File: config.mk
export PLATFORM = sky130hd
export DESIGN_NAME = match_sequencer
export DESIGN_NICKNAME = d
export VERILOG_FILES = /design/src/rtl/ping_pong_pkg.sv /design/src/rtl/match_sequencer_btn_press_sync.sv /design/src/rtl/match_sequencer.sv
export SDC_FILE = /design/constraint.sdc
export NUM_CORES = 1
export LEC_CHECK = 0
export CAP_MARGIN = 0
export CORE_MARGIN = 3
export CORE_UTILIZATION = 40
export DETAILED_ROUTE_END_ITERATION = 10
export PLACE_DENSITY = 0.69
export SLEW_MARGIN = 5
export SYNTH_ARGS = -nofsm -noshare
export SYNTH_HDL_FRONTEND = slang
export SYNTH_SLANG_ARGS = --single-unit
File: constraint.sdc
create_clock -name clk -period 2.4 [get_ports clk]
set_input_delay 0.36 -clock clk [delete_from_list [all_inputs] [get_ports clk]]
set_output_delay 0.36 -clock clk [all_outputs]
set_load 0.05 [all_outputs]
File: src/rtl/ping_pong_pkg.sv
// Shared game-state encodings, winner codes and small arithmetic helpers
// used by the match controller and every game-state consumer.
package ping_pong_pkg;

    localparam int unsigned STATE_W = 2;
    localparam int unsigned WIN_W   = 2;
    localparam int unsigned SCORE_W = 4;
    localparam int unsigned TIME_W  = 6;
    localparam int unsigned BALL_W  = 10;

    typedef enum logic [STATE_W-1:0] {
        ST_SERVE   = 2'd0,
        ST_PLAYING = 2'd1,
        ST_DONE    = 2'd2,
        ST_POINT   = 2'd3
    } game_state_e;

    typedef enum logic [WIN_W-1:0] {
        WIN_NONE = 2'd0,
        WIN_P1   = 2'd1,
        WIN_P2   = 2'd2,
        WIN_TIE  = 2'd3
    } winner_e;

    // One press pulse per player button.
    typedef struct packed {
        logic p1l;
        logic p1r;
        logic p2l;
        logic p2r;
    } btn_press_t;

    function automatic logic [SCORE_W-1:0] score_inc(input logic [SCORE_W-1:0] s);
        return (s == '1) ? s : s + SCORE_W'(1);
    endfunction

    function automatic logic [TIME_W-1:0] time_inc(input logic [TIME_W-1:0] t);
        return (t == '1) ? t : t + TIME_W'(1);
    endfunction

    function automatic winner_e pick_winner(input logic [SCORE_W-1:0] s1,
                                            input logic [SCORE_W-1:0] s2);
        if (s1 > s2) begin
            return WIN_P1;
        end else if (s2 > s1) begin
            return WIN_P2;
        end
        return WIN_TIE;
    endfunction

endpackage

File: src/rtl/match_sequencer_btn_press_sync.sv
// Active-low button synchroniser (2 FF) with falling-edge detector; emits a
// single-cycle press pulse per press however long the button is held.
module btn_press_sync
    import ping_pong_pkg::*;
(
    input  logic clk,
    input  logic reset,
    input  logic btn_n_i,
    output logic press_c_o
);

    logic sync1_q;
    logic sync2_q;
    logic prev_q;

    // Preset to released so a button held through reset does not fire.
    always_ff @(posedge clk) begin
        if (reset) begin
            sync1_q <= 1'b1;
            sync2_q <= 1'b1;
            prev_q  <= 1'b1;
        end else begin
            sync1_q <= btn_n_i;
            sync2_q <= sync1_q;
            prev_q  <= sync2_q;
        end
    end

    assign press_c_o = prev_q & ~sync2_q;

endmodule

File: src/rtl/match_sequencer.sv
// Central ping-pong game controller: serve/rally/point/done sequencing,
// scoring, match clock and server selection.
module match_sequencer
    import ping_pong_pkg::*;
#(
    parameter int unsigned        CLK_DIV     = 50000000,
    parameter int unsigned        MATCH_TIME  = 60,
    parameter int unsigned        WIN_SCORE   = 7,
    parameter logic [BALL_W-1:0]  LEFT_LIMIT  = 10'd20,
    parameter logic [BALL_W-1:0]  RIGHT_LIMIT = 10'd620,
    parameter int unsigned        POINT_PAUSE = 25000000
) (
    input  logic               clk,
    input  logic               reset,
    input  logic               p1l,
    input  logic               p1r,
    input  logic               p2l,
    input  logic               p2r,
    input  logic [BALL_W-1:0]  ball_x,
    output logic [STATE_W-1:0] game_state,
    output logic               server,
    output logic               launch,
    output logic [SCORE_W-1:0] p1_score,
    output logic [SCORE_W-1:0] p2_score,
    output logic [TIME_W-1:0]  time_cnt,
    output logic [WIN_W-1:0]   winner
);

    localparam int unsigned PRE_W   = (CLK_DIV > 1) ? $clog2(CLK_DIV) : 1;
    localparam int unsigned PAUSE_W = $clog2(POINT_PAUSE + 1);

    localparam logic [PRE_W-1:0]   PRE_LAST   = PRE_W'(CLK_DIV - 1);
    localparam logic [PAUSE_W-1:0] PAUSE_LAST = PAUSE_W'(POINT_PAUSE - 1);
    localparam logic [TIME_W-1:0]  TIME_END   = TIME_W'(MATCH_TIME);
    localparam logic [SCORE_W-1:0] SCORE_WIN  = SCORE_W'(WIN_SCORE);

    btn_press_t press_c;

    btn_press_sync u_sync_p1l (.clk(clk), .reset(reset), .btn_n_i(p1l), .press_c_o(press_c.p1l));
    btn_press_sync u_sync_p1r (.clk(clk), .reset(reset), .btn_n_i(p1r), .press_c_o(press_c.p1r));
    btn_press_sync u_sync_p2l (.clk(clk), .reset(reset), .btn_n_i(p2l), .press_c_o(press_c.p2l));
    btn_press_sync u_sync_p2r (.clk(clk), .reset(reset), .btn_n_i(p2r), .press_c_o(press_c.p2r));

    game_state_e          state_q,  state_d;
    logic                 server_q, server_d;
    logic                 launch_q, launch_d;
    logic [SCORE_W-1:0]   p1_q,     p1_d;
    logic [SCORE_W-1:0]   p2_q,     p2_d;
    logic [TIME_W-1:0]    time_q,   time_d;
    winner_e              winner_q, winner_d;
    logic [PRE_W-1:0]     pre_q,    pre_d;
    logic [PAUSE_W-1:0]   pause_q,  pause_d;

    logic server_press_c;
    logic any_press_c;
    logic miss_left_c;
    logic miss_right_c;

    assign server_press_c = server_q ? (press_c.p2l | press_c.p2r)
                                     : (press_c.p1l | press_c.p1r);
    assign any_press_c    = |press_c;
    assign miss_left_c    = (ball_x <= LEFT_LIMIT);
    assign miss_right_c   = (ball_x >= RIGHT_LIMIT);

    always_ff @(posedge clk) begin
        if (reset) begin
            state_q  <= ST_SERVE;
            server_q <= 1'b0;
            launch_q <= 1'b0;
            p1_q     <= '0;
            p2_q     <= '0;
            time_q   <= '0;
            winner_q <= WIN_NONE;
            pre_q    <= '0;
            pause_q  <= '0;
        end else begin
            state_q  <= state_d;
            server_q <= server_d;
            launch_q <= launch_d;
            p1_q     <= p1_d;
            p2_q     <= p2_d;
            time_q   <= time_d;
            winner_q <= winner_d;
            pre_q    <= pre_d;
            pause_q  <= pause_d;
        end
    end

    always_comb begin
        state_d  = state_q;
        server_d = server_q;
        launch_d = 1'b0;
        p1_d     = p1_q;
        p2_d     = p2_q;
        time_d   = time_q;
        winner_d = winner_q;
        pre_d    = pre_q;
        pause_d  = pause_q;

        unique case (state_q)
            ST_SERVE: begin
                if (server_press_c) begin
                    launch_d = 1'b1;
                    state_d  = ST_PLAYING;
                end
            end

            ST_PLAYING: begin
                if (pre_q == PRE_LAST) begin
                    pre_d  = '0;
                    time_d = time_inc(time_q);
                end else begin
                    pre_d = pre_q + PRE_W'(1);
                end
                // A miss outranks a timeout; the timeout is picked up when POINT exits.
                if (miss_left_c) begin
                    p2_d     = score_inc(p2_q);
                    server_d = 1'b0;
                    pause_d  = '0;
                    state_d  = ST_POINT;
                end else if (miss_right_c) begin
                    p1_d     = score_inc(p1_q);
                    server_d = 1'b1;
                    pause_d  = '0;
                    state_d  = ST_POINT;
                end else if (time_q >= TIME_END) begin
                    winner_d = pick_winner(p1_q, p2_q);
                    state_d  = ST_DONE;
                end
            end

            ST_POINT: begin
                if (pause_q == PAUSE_LAST) begin
                    if ((p1_q == SCORE_WIN) || (p2_q == SCORE_WIN) || (time_q >= TIME_END)) begin
                        winner_d = pick_winner(p1_q, p2_q);
                        state_d  = ST_DONE;
                    end else begin
                        state_d = ST_SERVE;
                    end
                end else begin
                    pause_d = pause_q + PAUSE_W'(1);
                end
            end

            ST_DONE: begin
                if (any_press_c) begin
                    p1_d     = '0;
                    p2_d     = '0;
                    time_d   = '0;
                    pre_d    = '0;
                    winner_d = WIN_NONE;
                    server_d = 1'b0;
                    state_d  = ST_SERVE;
                end
            end

            default: begin
                state_d = ST_SERVE;
            end
        endcase
    end

    assign game_state = state_q;
    assign server     = server_q;
    assign launch     = launch_q;
    assign p1_score   = p1_q;
    assign p2_score   = p2_q;
    assign time_cnt   = time_q;
    assign winner     = winner_q;

endmodule

==> metrics.yaml <==
syn_nets: 540
top_layer_used: "met4"
peakVddDrop_mv: 0.3362
drc_errors: 0
crit_family: "simple AND/OR/NAND/NOR gates"
grt_pass1_vias: 3776
ys_ff_latch: 83
period_share_pct: 93.18
synthesis.area_mm2: 0.004225
ys_seq_area_share_pct: 39.32
yosysTopAreaCellShare_pct: 39.32
min_period_ns: 2.236
dr.first_iter.drc_count: 160
rsz0062_at_grt: "false"
cp_num_buf_inv: 1
coreArea_mm2: 0.01000
synthCells: 515
finalWirelength_um: 10480
root_buffer: "clkbuf_8"
grt_overflow: 0
leakage_nw: 1.703
grt_pass1_wl_um: 17910
dr_total_vias: 4007
worst_path_max_delay_cell: "or4b_1"
syn-mean-instance-area_um2: 8.204
setup-violations-final: 0
io_buffers: 35
route.met2.wl_um: 4872
synthTopCellsByArea: "dfxtp_1 (39%), o21ai_0 (5.0%), a21oi_1 (4.9%)"
outcome: "finished clean"
antenna_cells: 0
maxSlewViolCount: 0
antenna_found_initial: 0
multi_input_area_mm2: 0.002436
drive_gt1_share_pct: 12.28
routed_via_density: 5.700
cts_setup_buffers: 0
slew_headroom_pct: 62.14
path_max_fanout: 16
nNetsFinal: 591
wire_per_inst_um: 14.91
antenna_left: 0
yosysMostFrequentCell: "dfxtp_1"
areaGrowthSynthToFinish_pct: 19.66
crit_arrival_ns: 2.53
dpl.hpwl_um: 7614
yosys.area.top_type: "dfxtp_1"
finalHoldViolations: 0
fp.dieH_um: 108.8
grt_max_degree: 31
nFillCells: 991
max_stage_delay_ns: 0.50
drt-met1-wl_um: 5109
utilization_pct: 50.56
rows: 36
r2r_setup_slack_ns: 0.16
first_pass_iters: 4
ys_top_cells_by_count: "dfxtp_1 (83), nor2_1 (53), o21ai_0 (42)"
clk_latency_ns: 0.35
drv_cap: 0
timing.hold.ws_ns: 0.4103
yosysWarningCount: 0
initial_utilization_pct: 42.25
power_density_mw_per_mm2: 531.6
wl_met3_um: 372
register_area_mm2: 0.001662
skew_ns: 0.01559
crit_path_end_kind: "flip-flop"
clkTransAtPathRegs_ns: 0.08
htree_levels: 3
crit_type: "reg -> reg"
gp_congestion: 0.8516
fmax_ghz: 0.4472
hold_class: "reg -> reg"
cts_tree: "built"
dieArea_mm2: 0.01183
synth_ff_type: "dfxtp_1"
die_w_um: 108.8
cts_num_sinks: 83
synth.distinct_cells: 66
cts_buffers: 9
io_pins: 36
synth_edf_count: 0
startpoint_type: "flip-flop"
cts.path.max_buffers: 2
synthArstFlopShare_pct: 0
required_ns: 2.69
worstPathCellList: "ha_2 -> and4_1 -> nand2_4 -> o31ai_4 -> o21ai_2 -> buf_12 -> or4b_1 -> a21oi_1"
tightest_slew_ns: 0.5628
grt_use_total_pct: 18.74
-- area by class of cell --
type / count / area share [%]
flip-flops and latches: 83 / 32.86
multi-input cells: 403 / 48.18
clock inverters: 2 / 1.188
repair buffers: 61 / 10.94
well taps: 133 / 3.291
inverters: 8 / 0.5939
clock buffers: 13 / 2.945
-- registers in the layout (all words and copies together), names as in the netlist, 2 cells and up --
signal,count
time_cnt,6
winner,2
p1_score,4
pause_q,25
game_state,2
pre_q,26
p2_score,4
-- metal layers --
layer	vias up	GRT usage, %
met4	0	5.591
li1	2024	-
met1	1881	24.99
met3	15	3.730
met2	87	30.71
met5	-	0
-- what timing repair did --
item	4_1_cts	5_1_grt
hold buffers	0	0
resized for setup	0	1
setup endpoints to repair	0	1
-- through the flow --
step	std cells	power [W]	setup TNS, ns	area, um^2	setup slack (ns)
after floorplan	515	0.001547	0	4225	0.1099
after global placement	688	0.001626	-0.001365	4845	-0.001365
after detailed placement	688	0.001629	-0.1167	4845	-0.05963
after CTS	703	0.002713	0	5054	0.1297
after global routing	703	0.002784	0	5056	0.007756
final	703	0.002688	0	5056	0.1637
-- worst paths after layout --
kind                              endpoint                           from  depth (start not counted)
max                 winner[1]$_SDFFE_PP0P_        pause_q[0]$_SDFFE_PP0P_                          8
min          u_sync_p2l.sync2_q$_SDFF_PP1_  u_sync_p2l.sync1_q$_SDFF_PP1_                          1
min reg2reg  u_sync_p2l.sync2_q$_SDFF_PP1_  u_sync_p2l.sync1_q$_SDFF_PP1_                          1
max reg2reg         winner[1]$_SDFFE_PP0P_        pause_q[0]$_SDFFE_PP0P_                          8
-- layout by cell type (no fill, tap or decap), drive strengths merged, types with 6 or more instances in the layout --
master and n:
o21ai 44, clkdlybuf4s50 34, nand4 20, nand3 23, xor2 6, and3 12, nor2 54, a31oi 20
a311oi 6, o31ai 6, or3 12, ha 9, xnor2 6, dfxtp 83, nand2 40, buf 27
nor3 15, or2 15, nand2b 7, inv 8, a21oi 42, clkbuf 13
-- kinds of logic (layout without fill, tap and decap cells) --
group,Yosys count,count (layout),synth area share (%)
simple gates,232,232,29.82
mux,4,4,0.9476
fa+ha+maj,9,9,2.665
xor+xnor,12,12,2.487
flops,83,83,39.32
buf+inv,29,84,3.080
compound gates,146,146,21.68
-- report_power, final --
part | switching [W] | leakage (nW) | internal (W) | total (W)
Sequential | 0.0000140 | 0.671 | 0.00139 | 0.00141
Combinational | 0.000110 | 0.928 | 0.0000782 | 0.000188
Clock | 0.000481 | 0.104 | 0.000611 | 0.00109
Total | 0.000605 | 1.70 | 0.00208 | 0.00269
(Power assumes the default switching activity.)
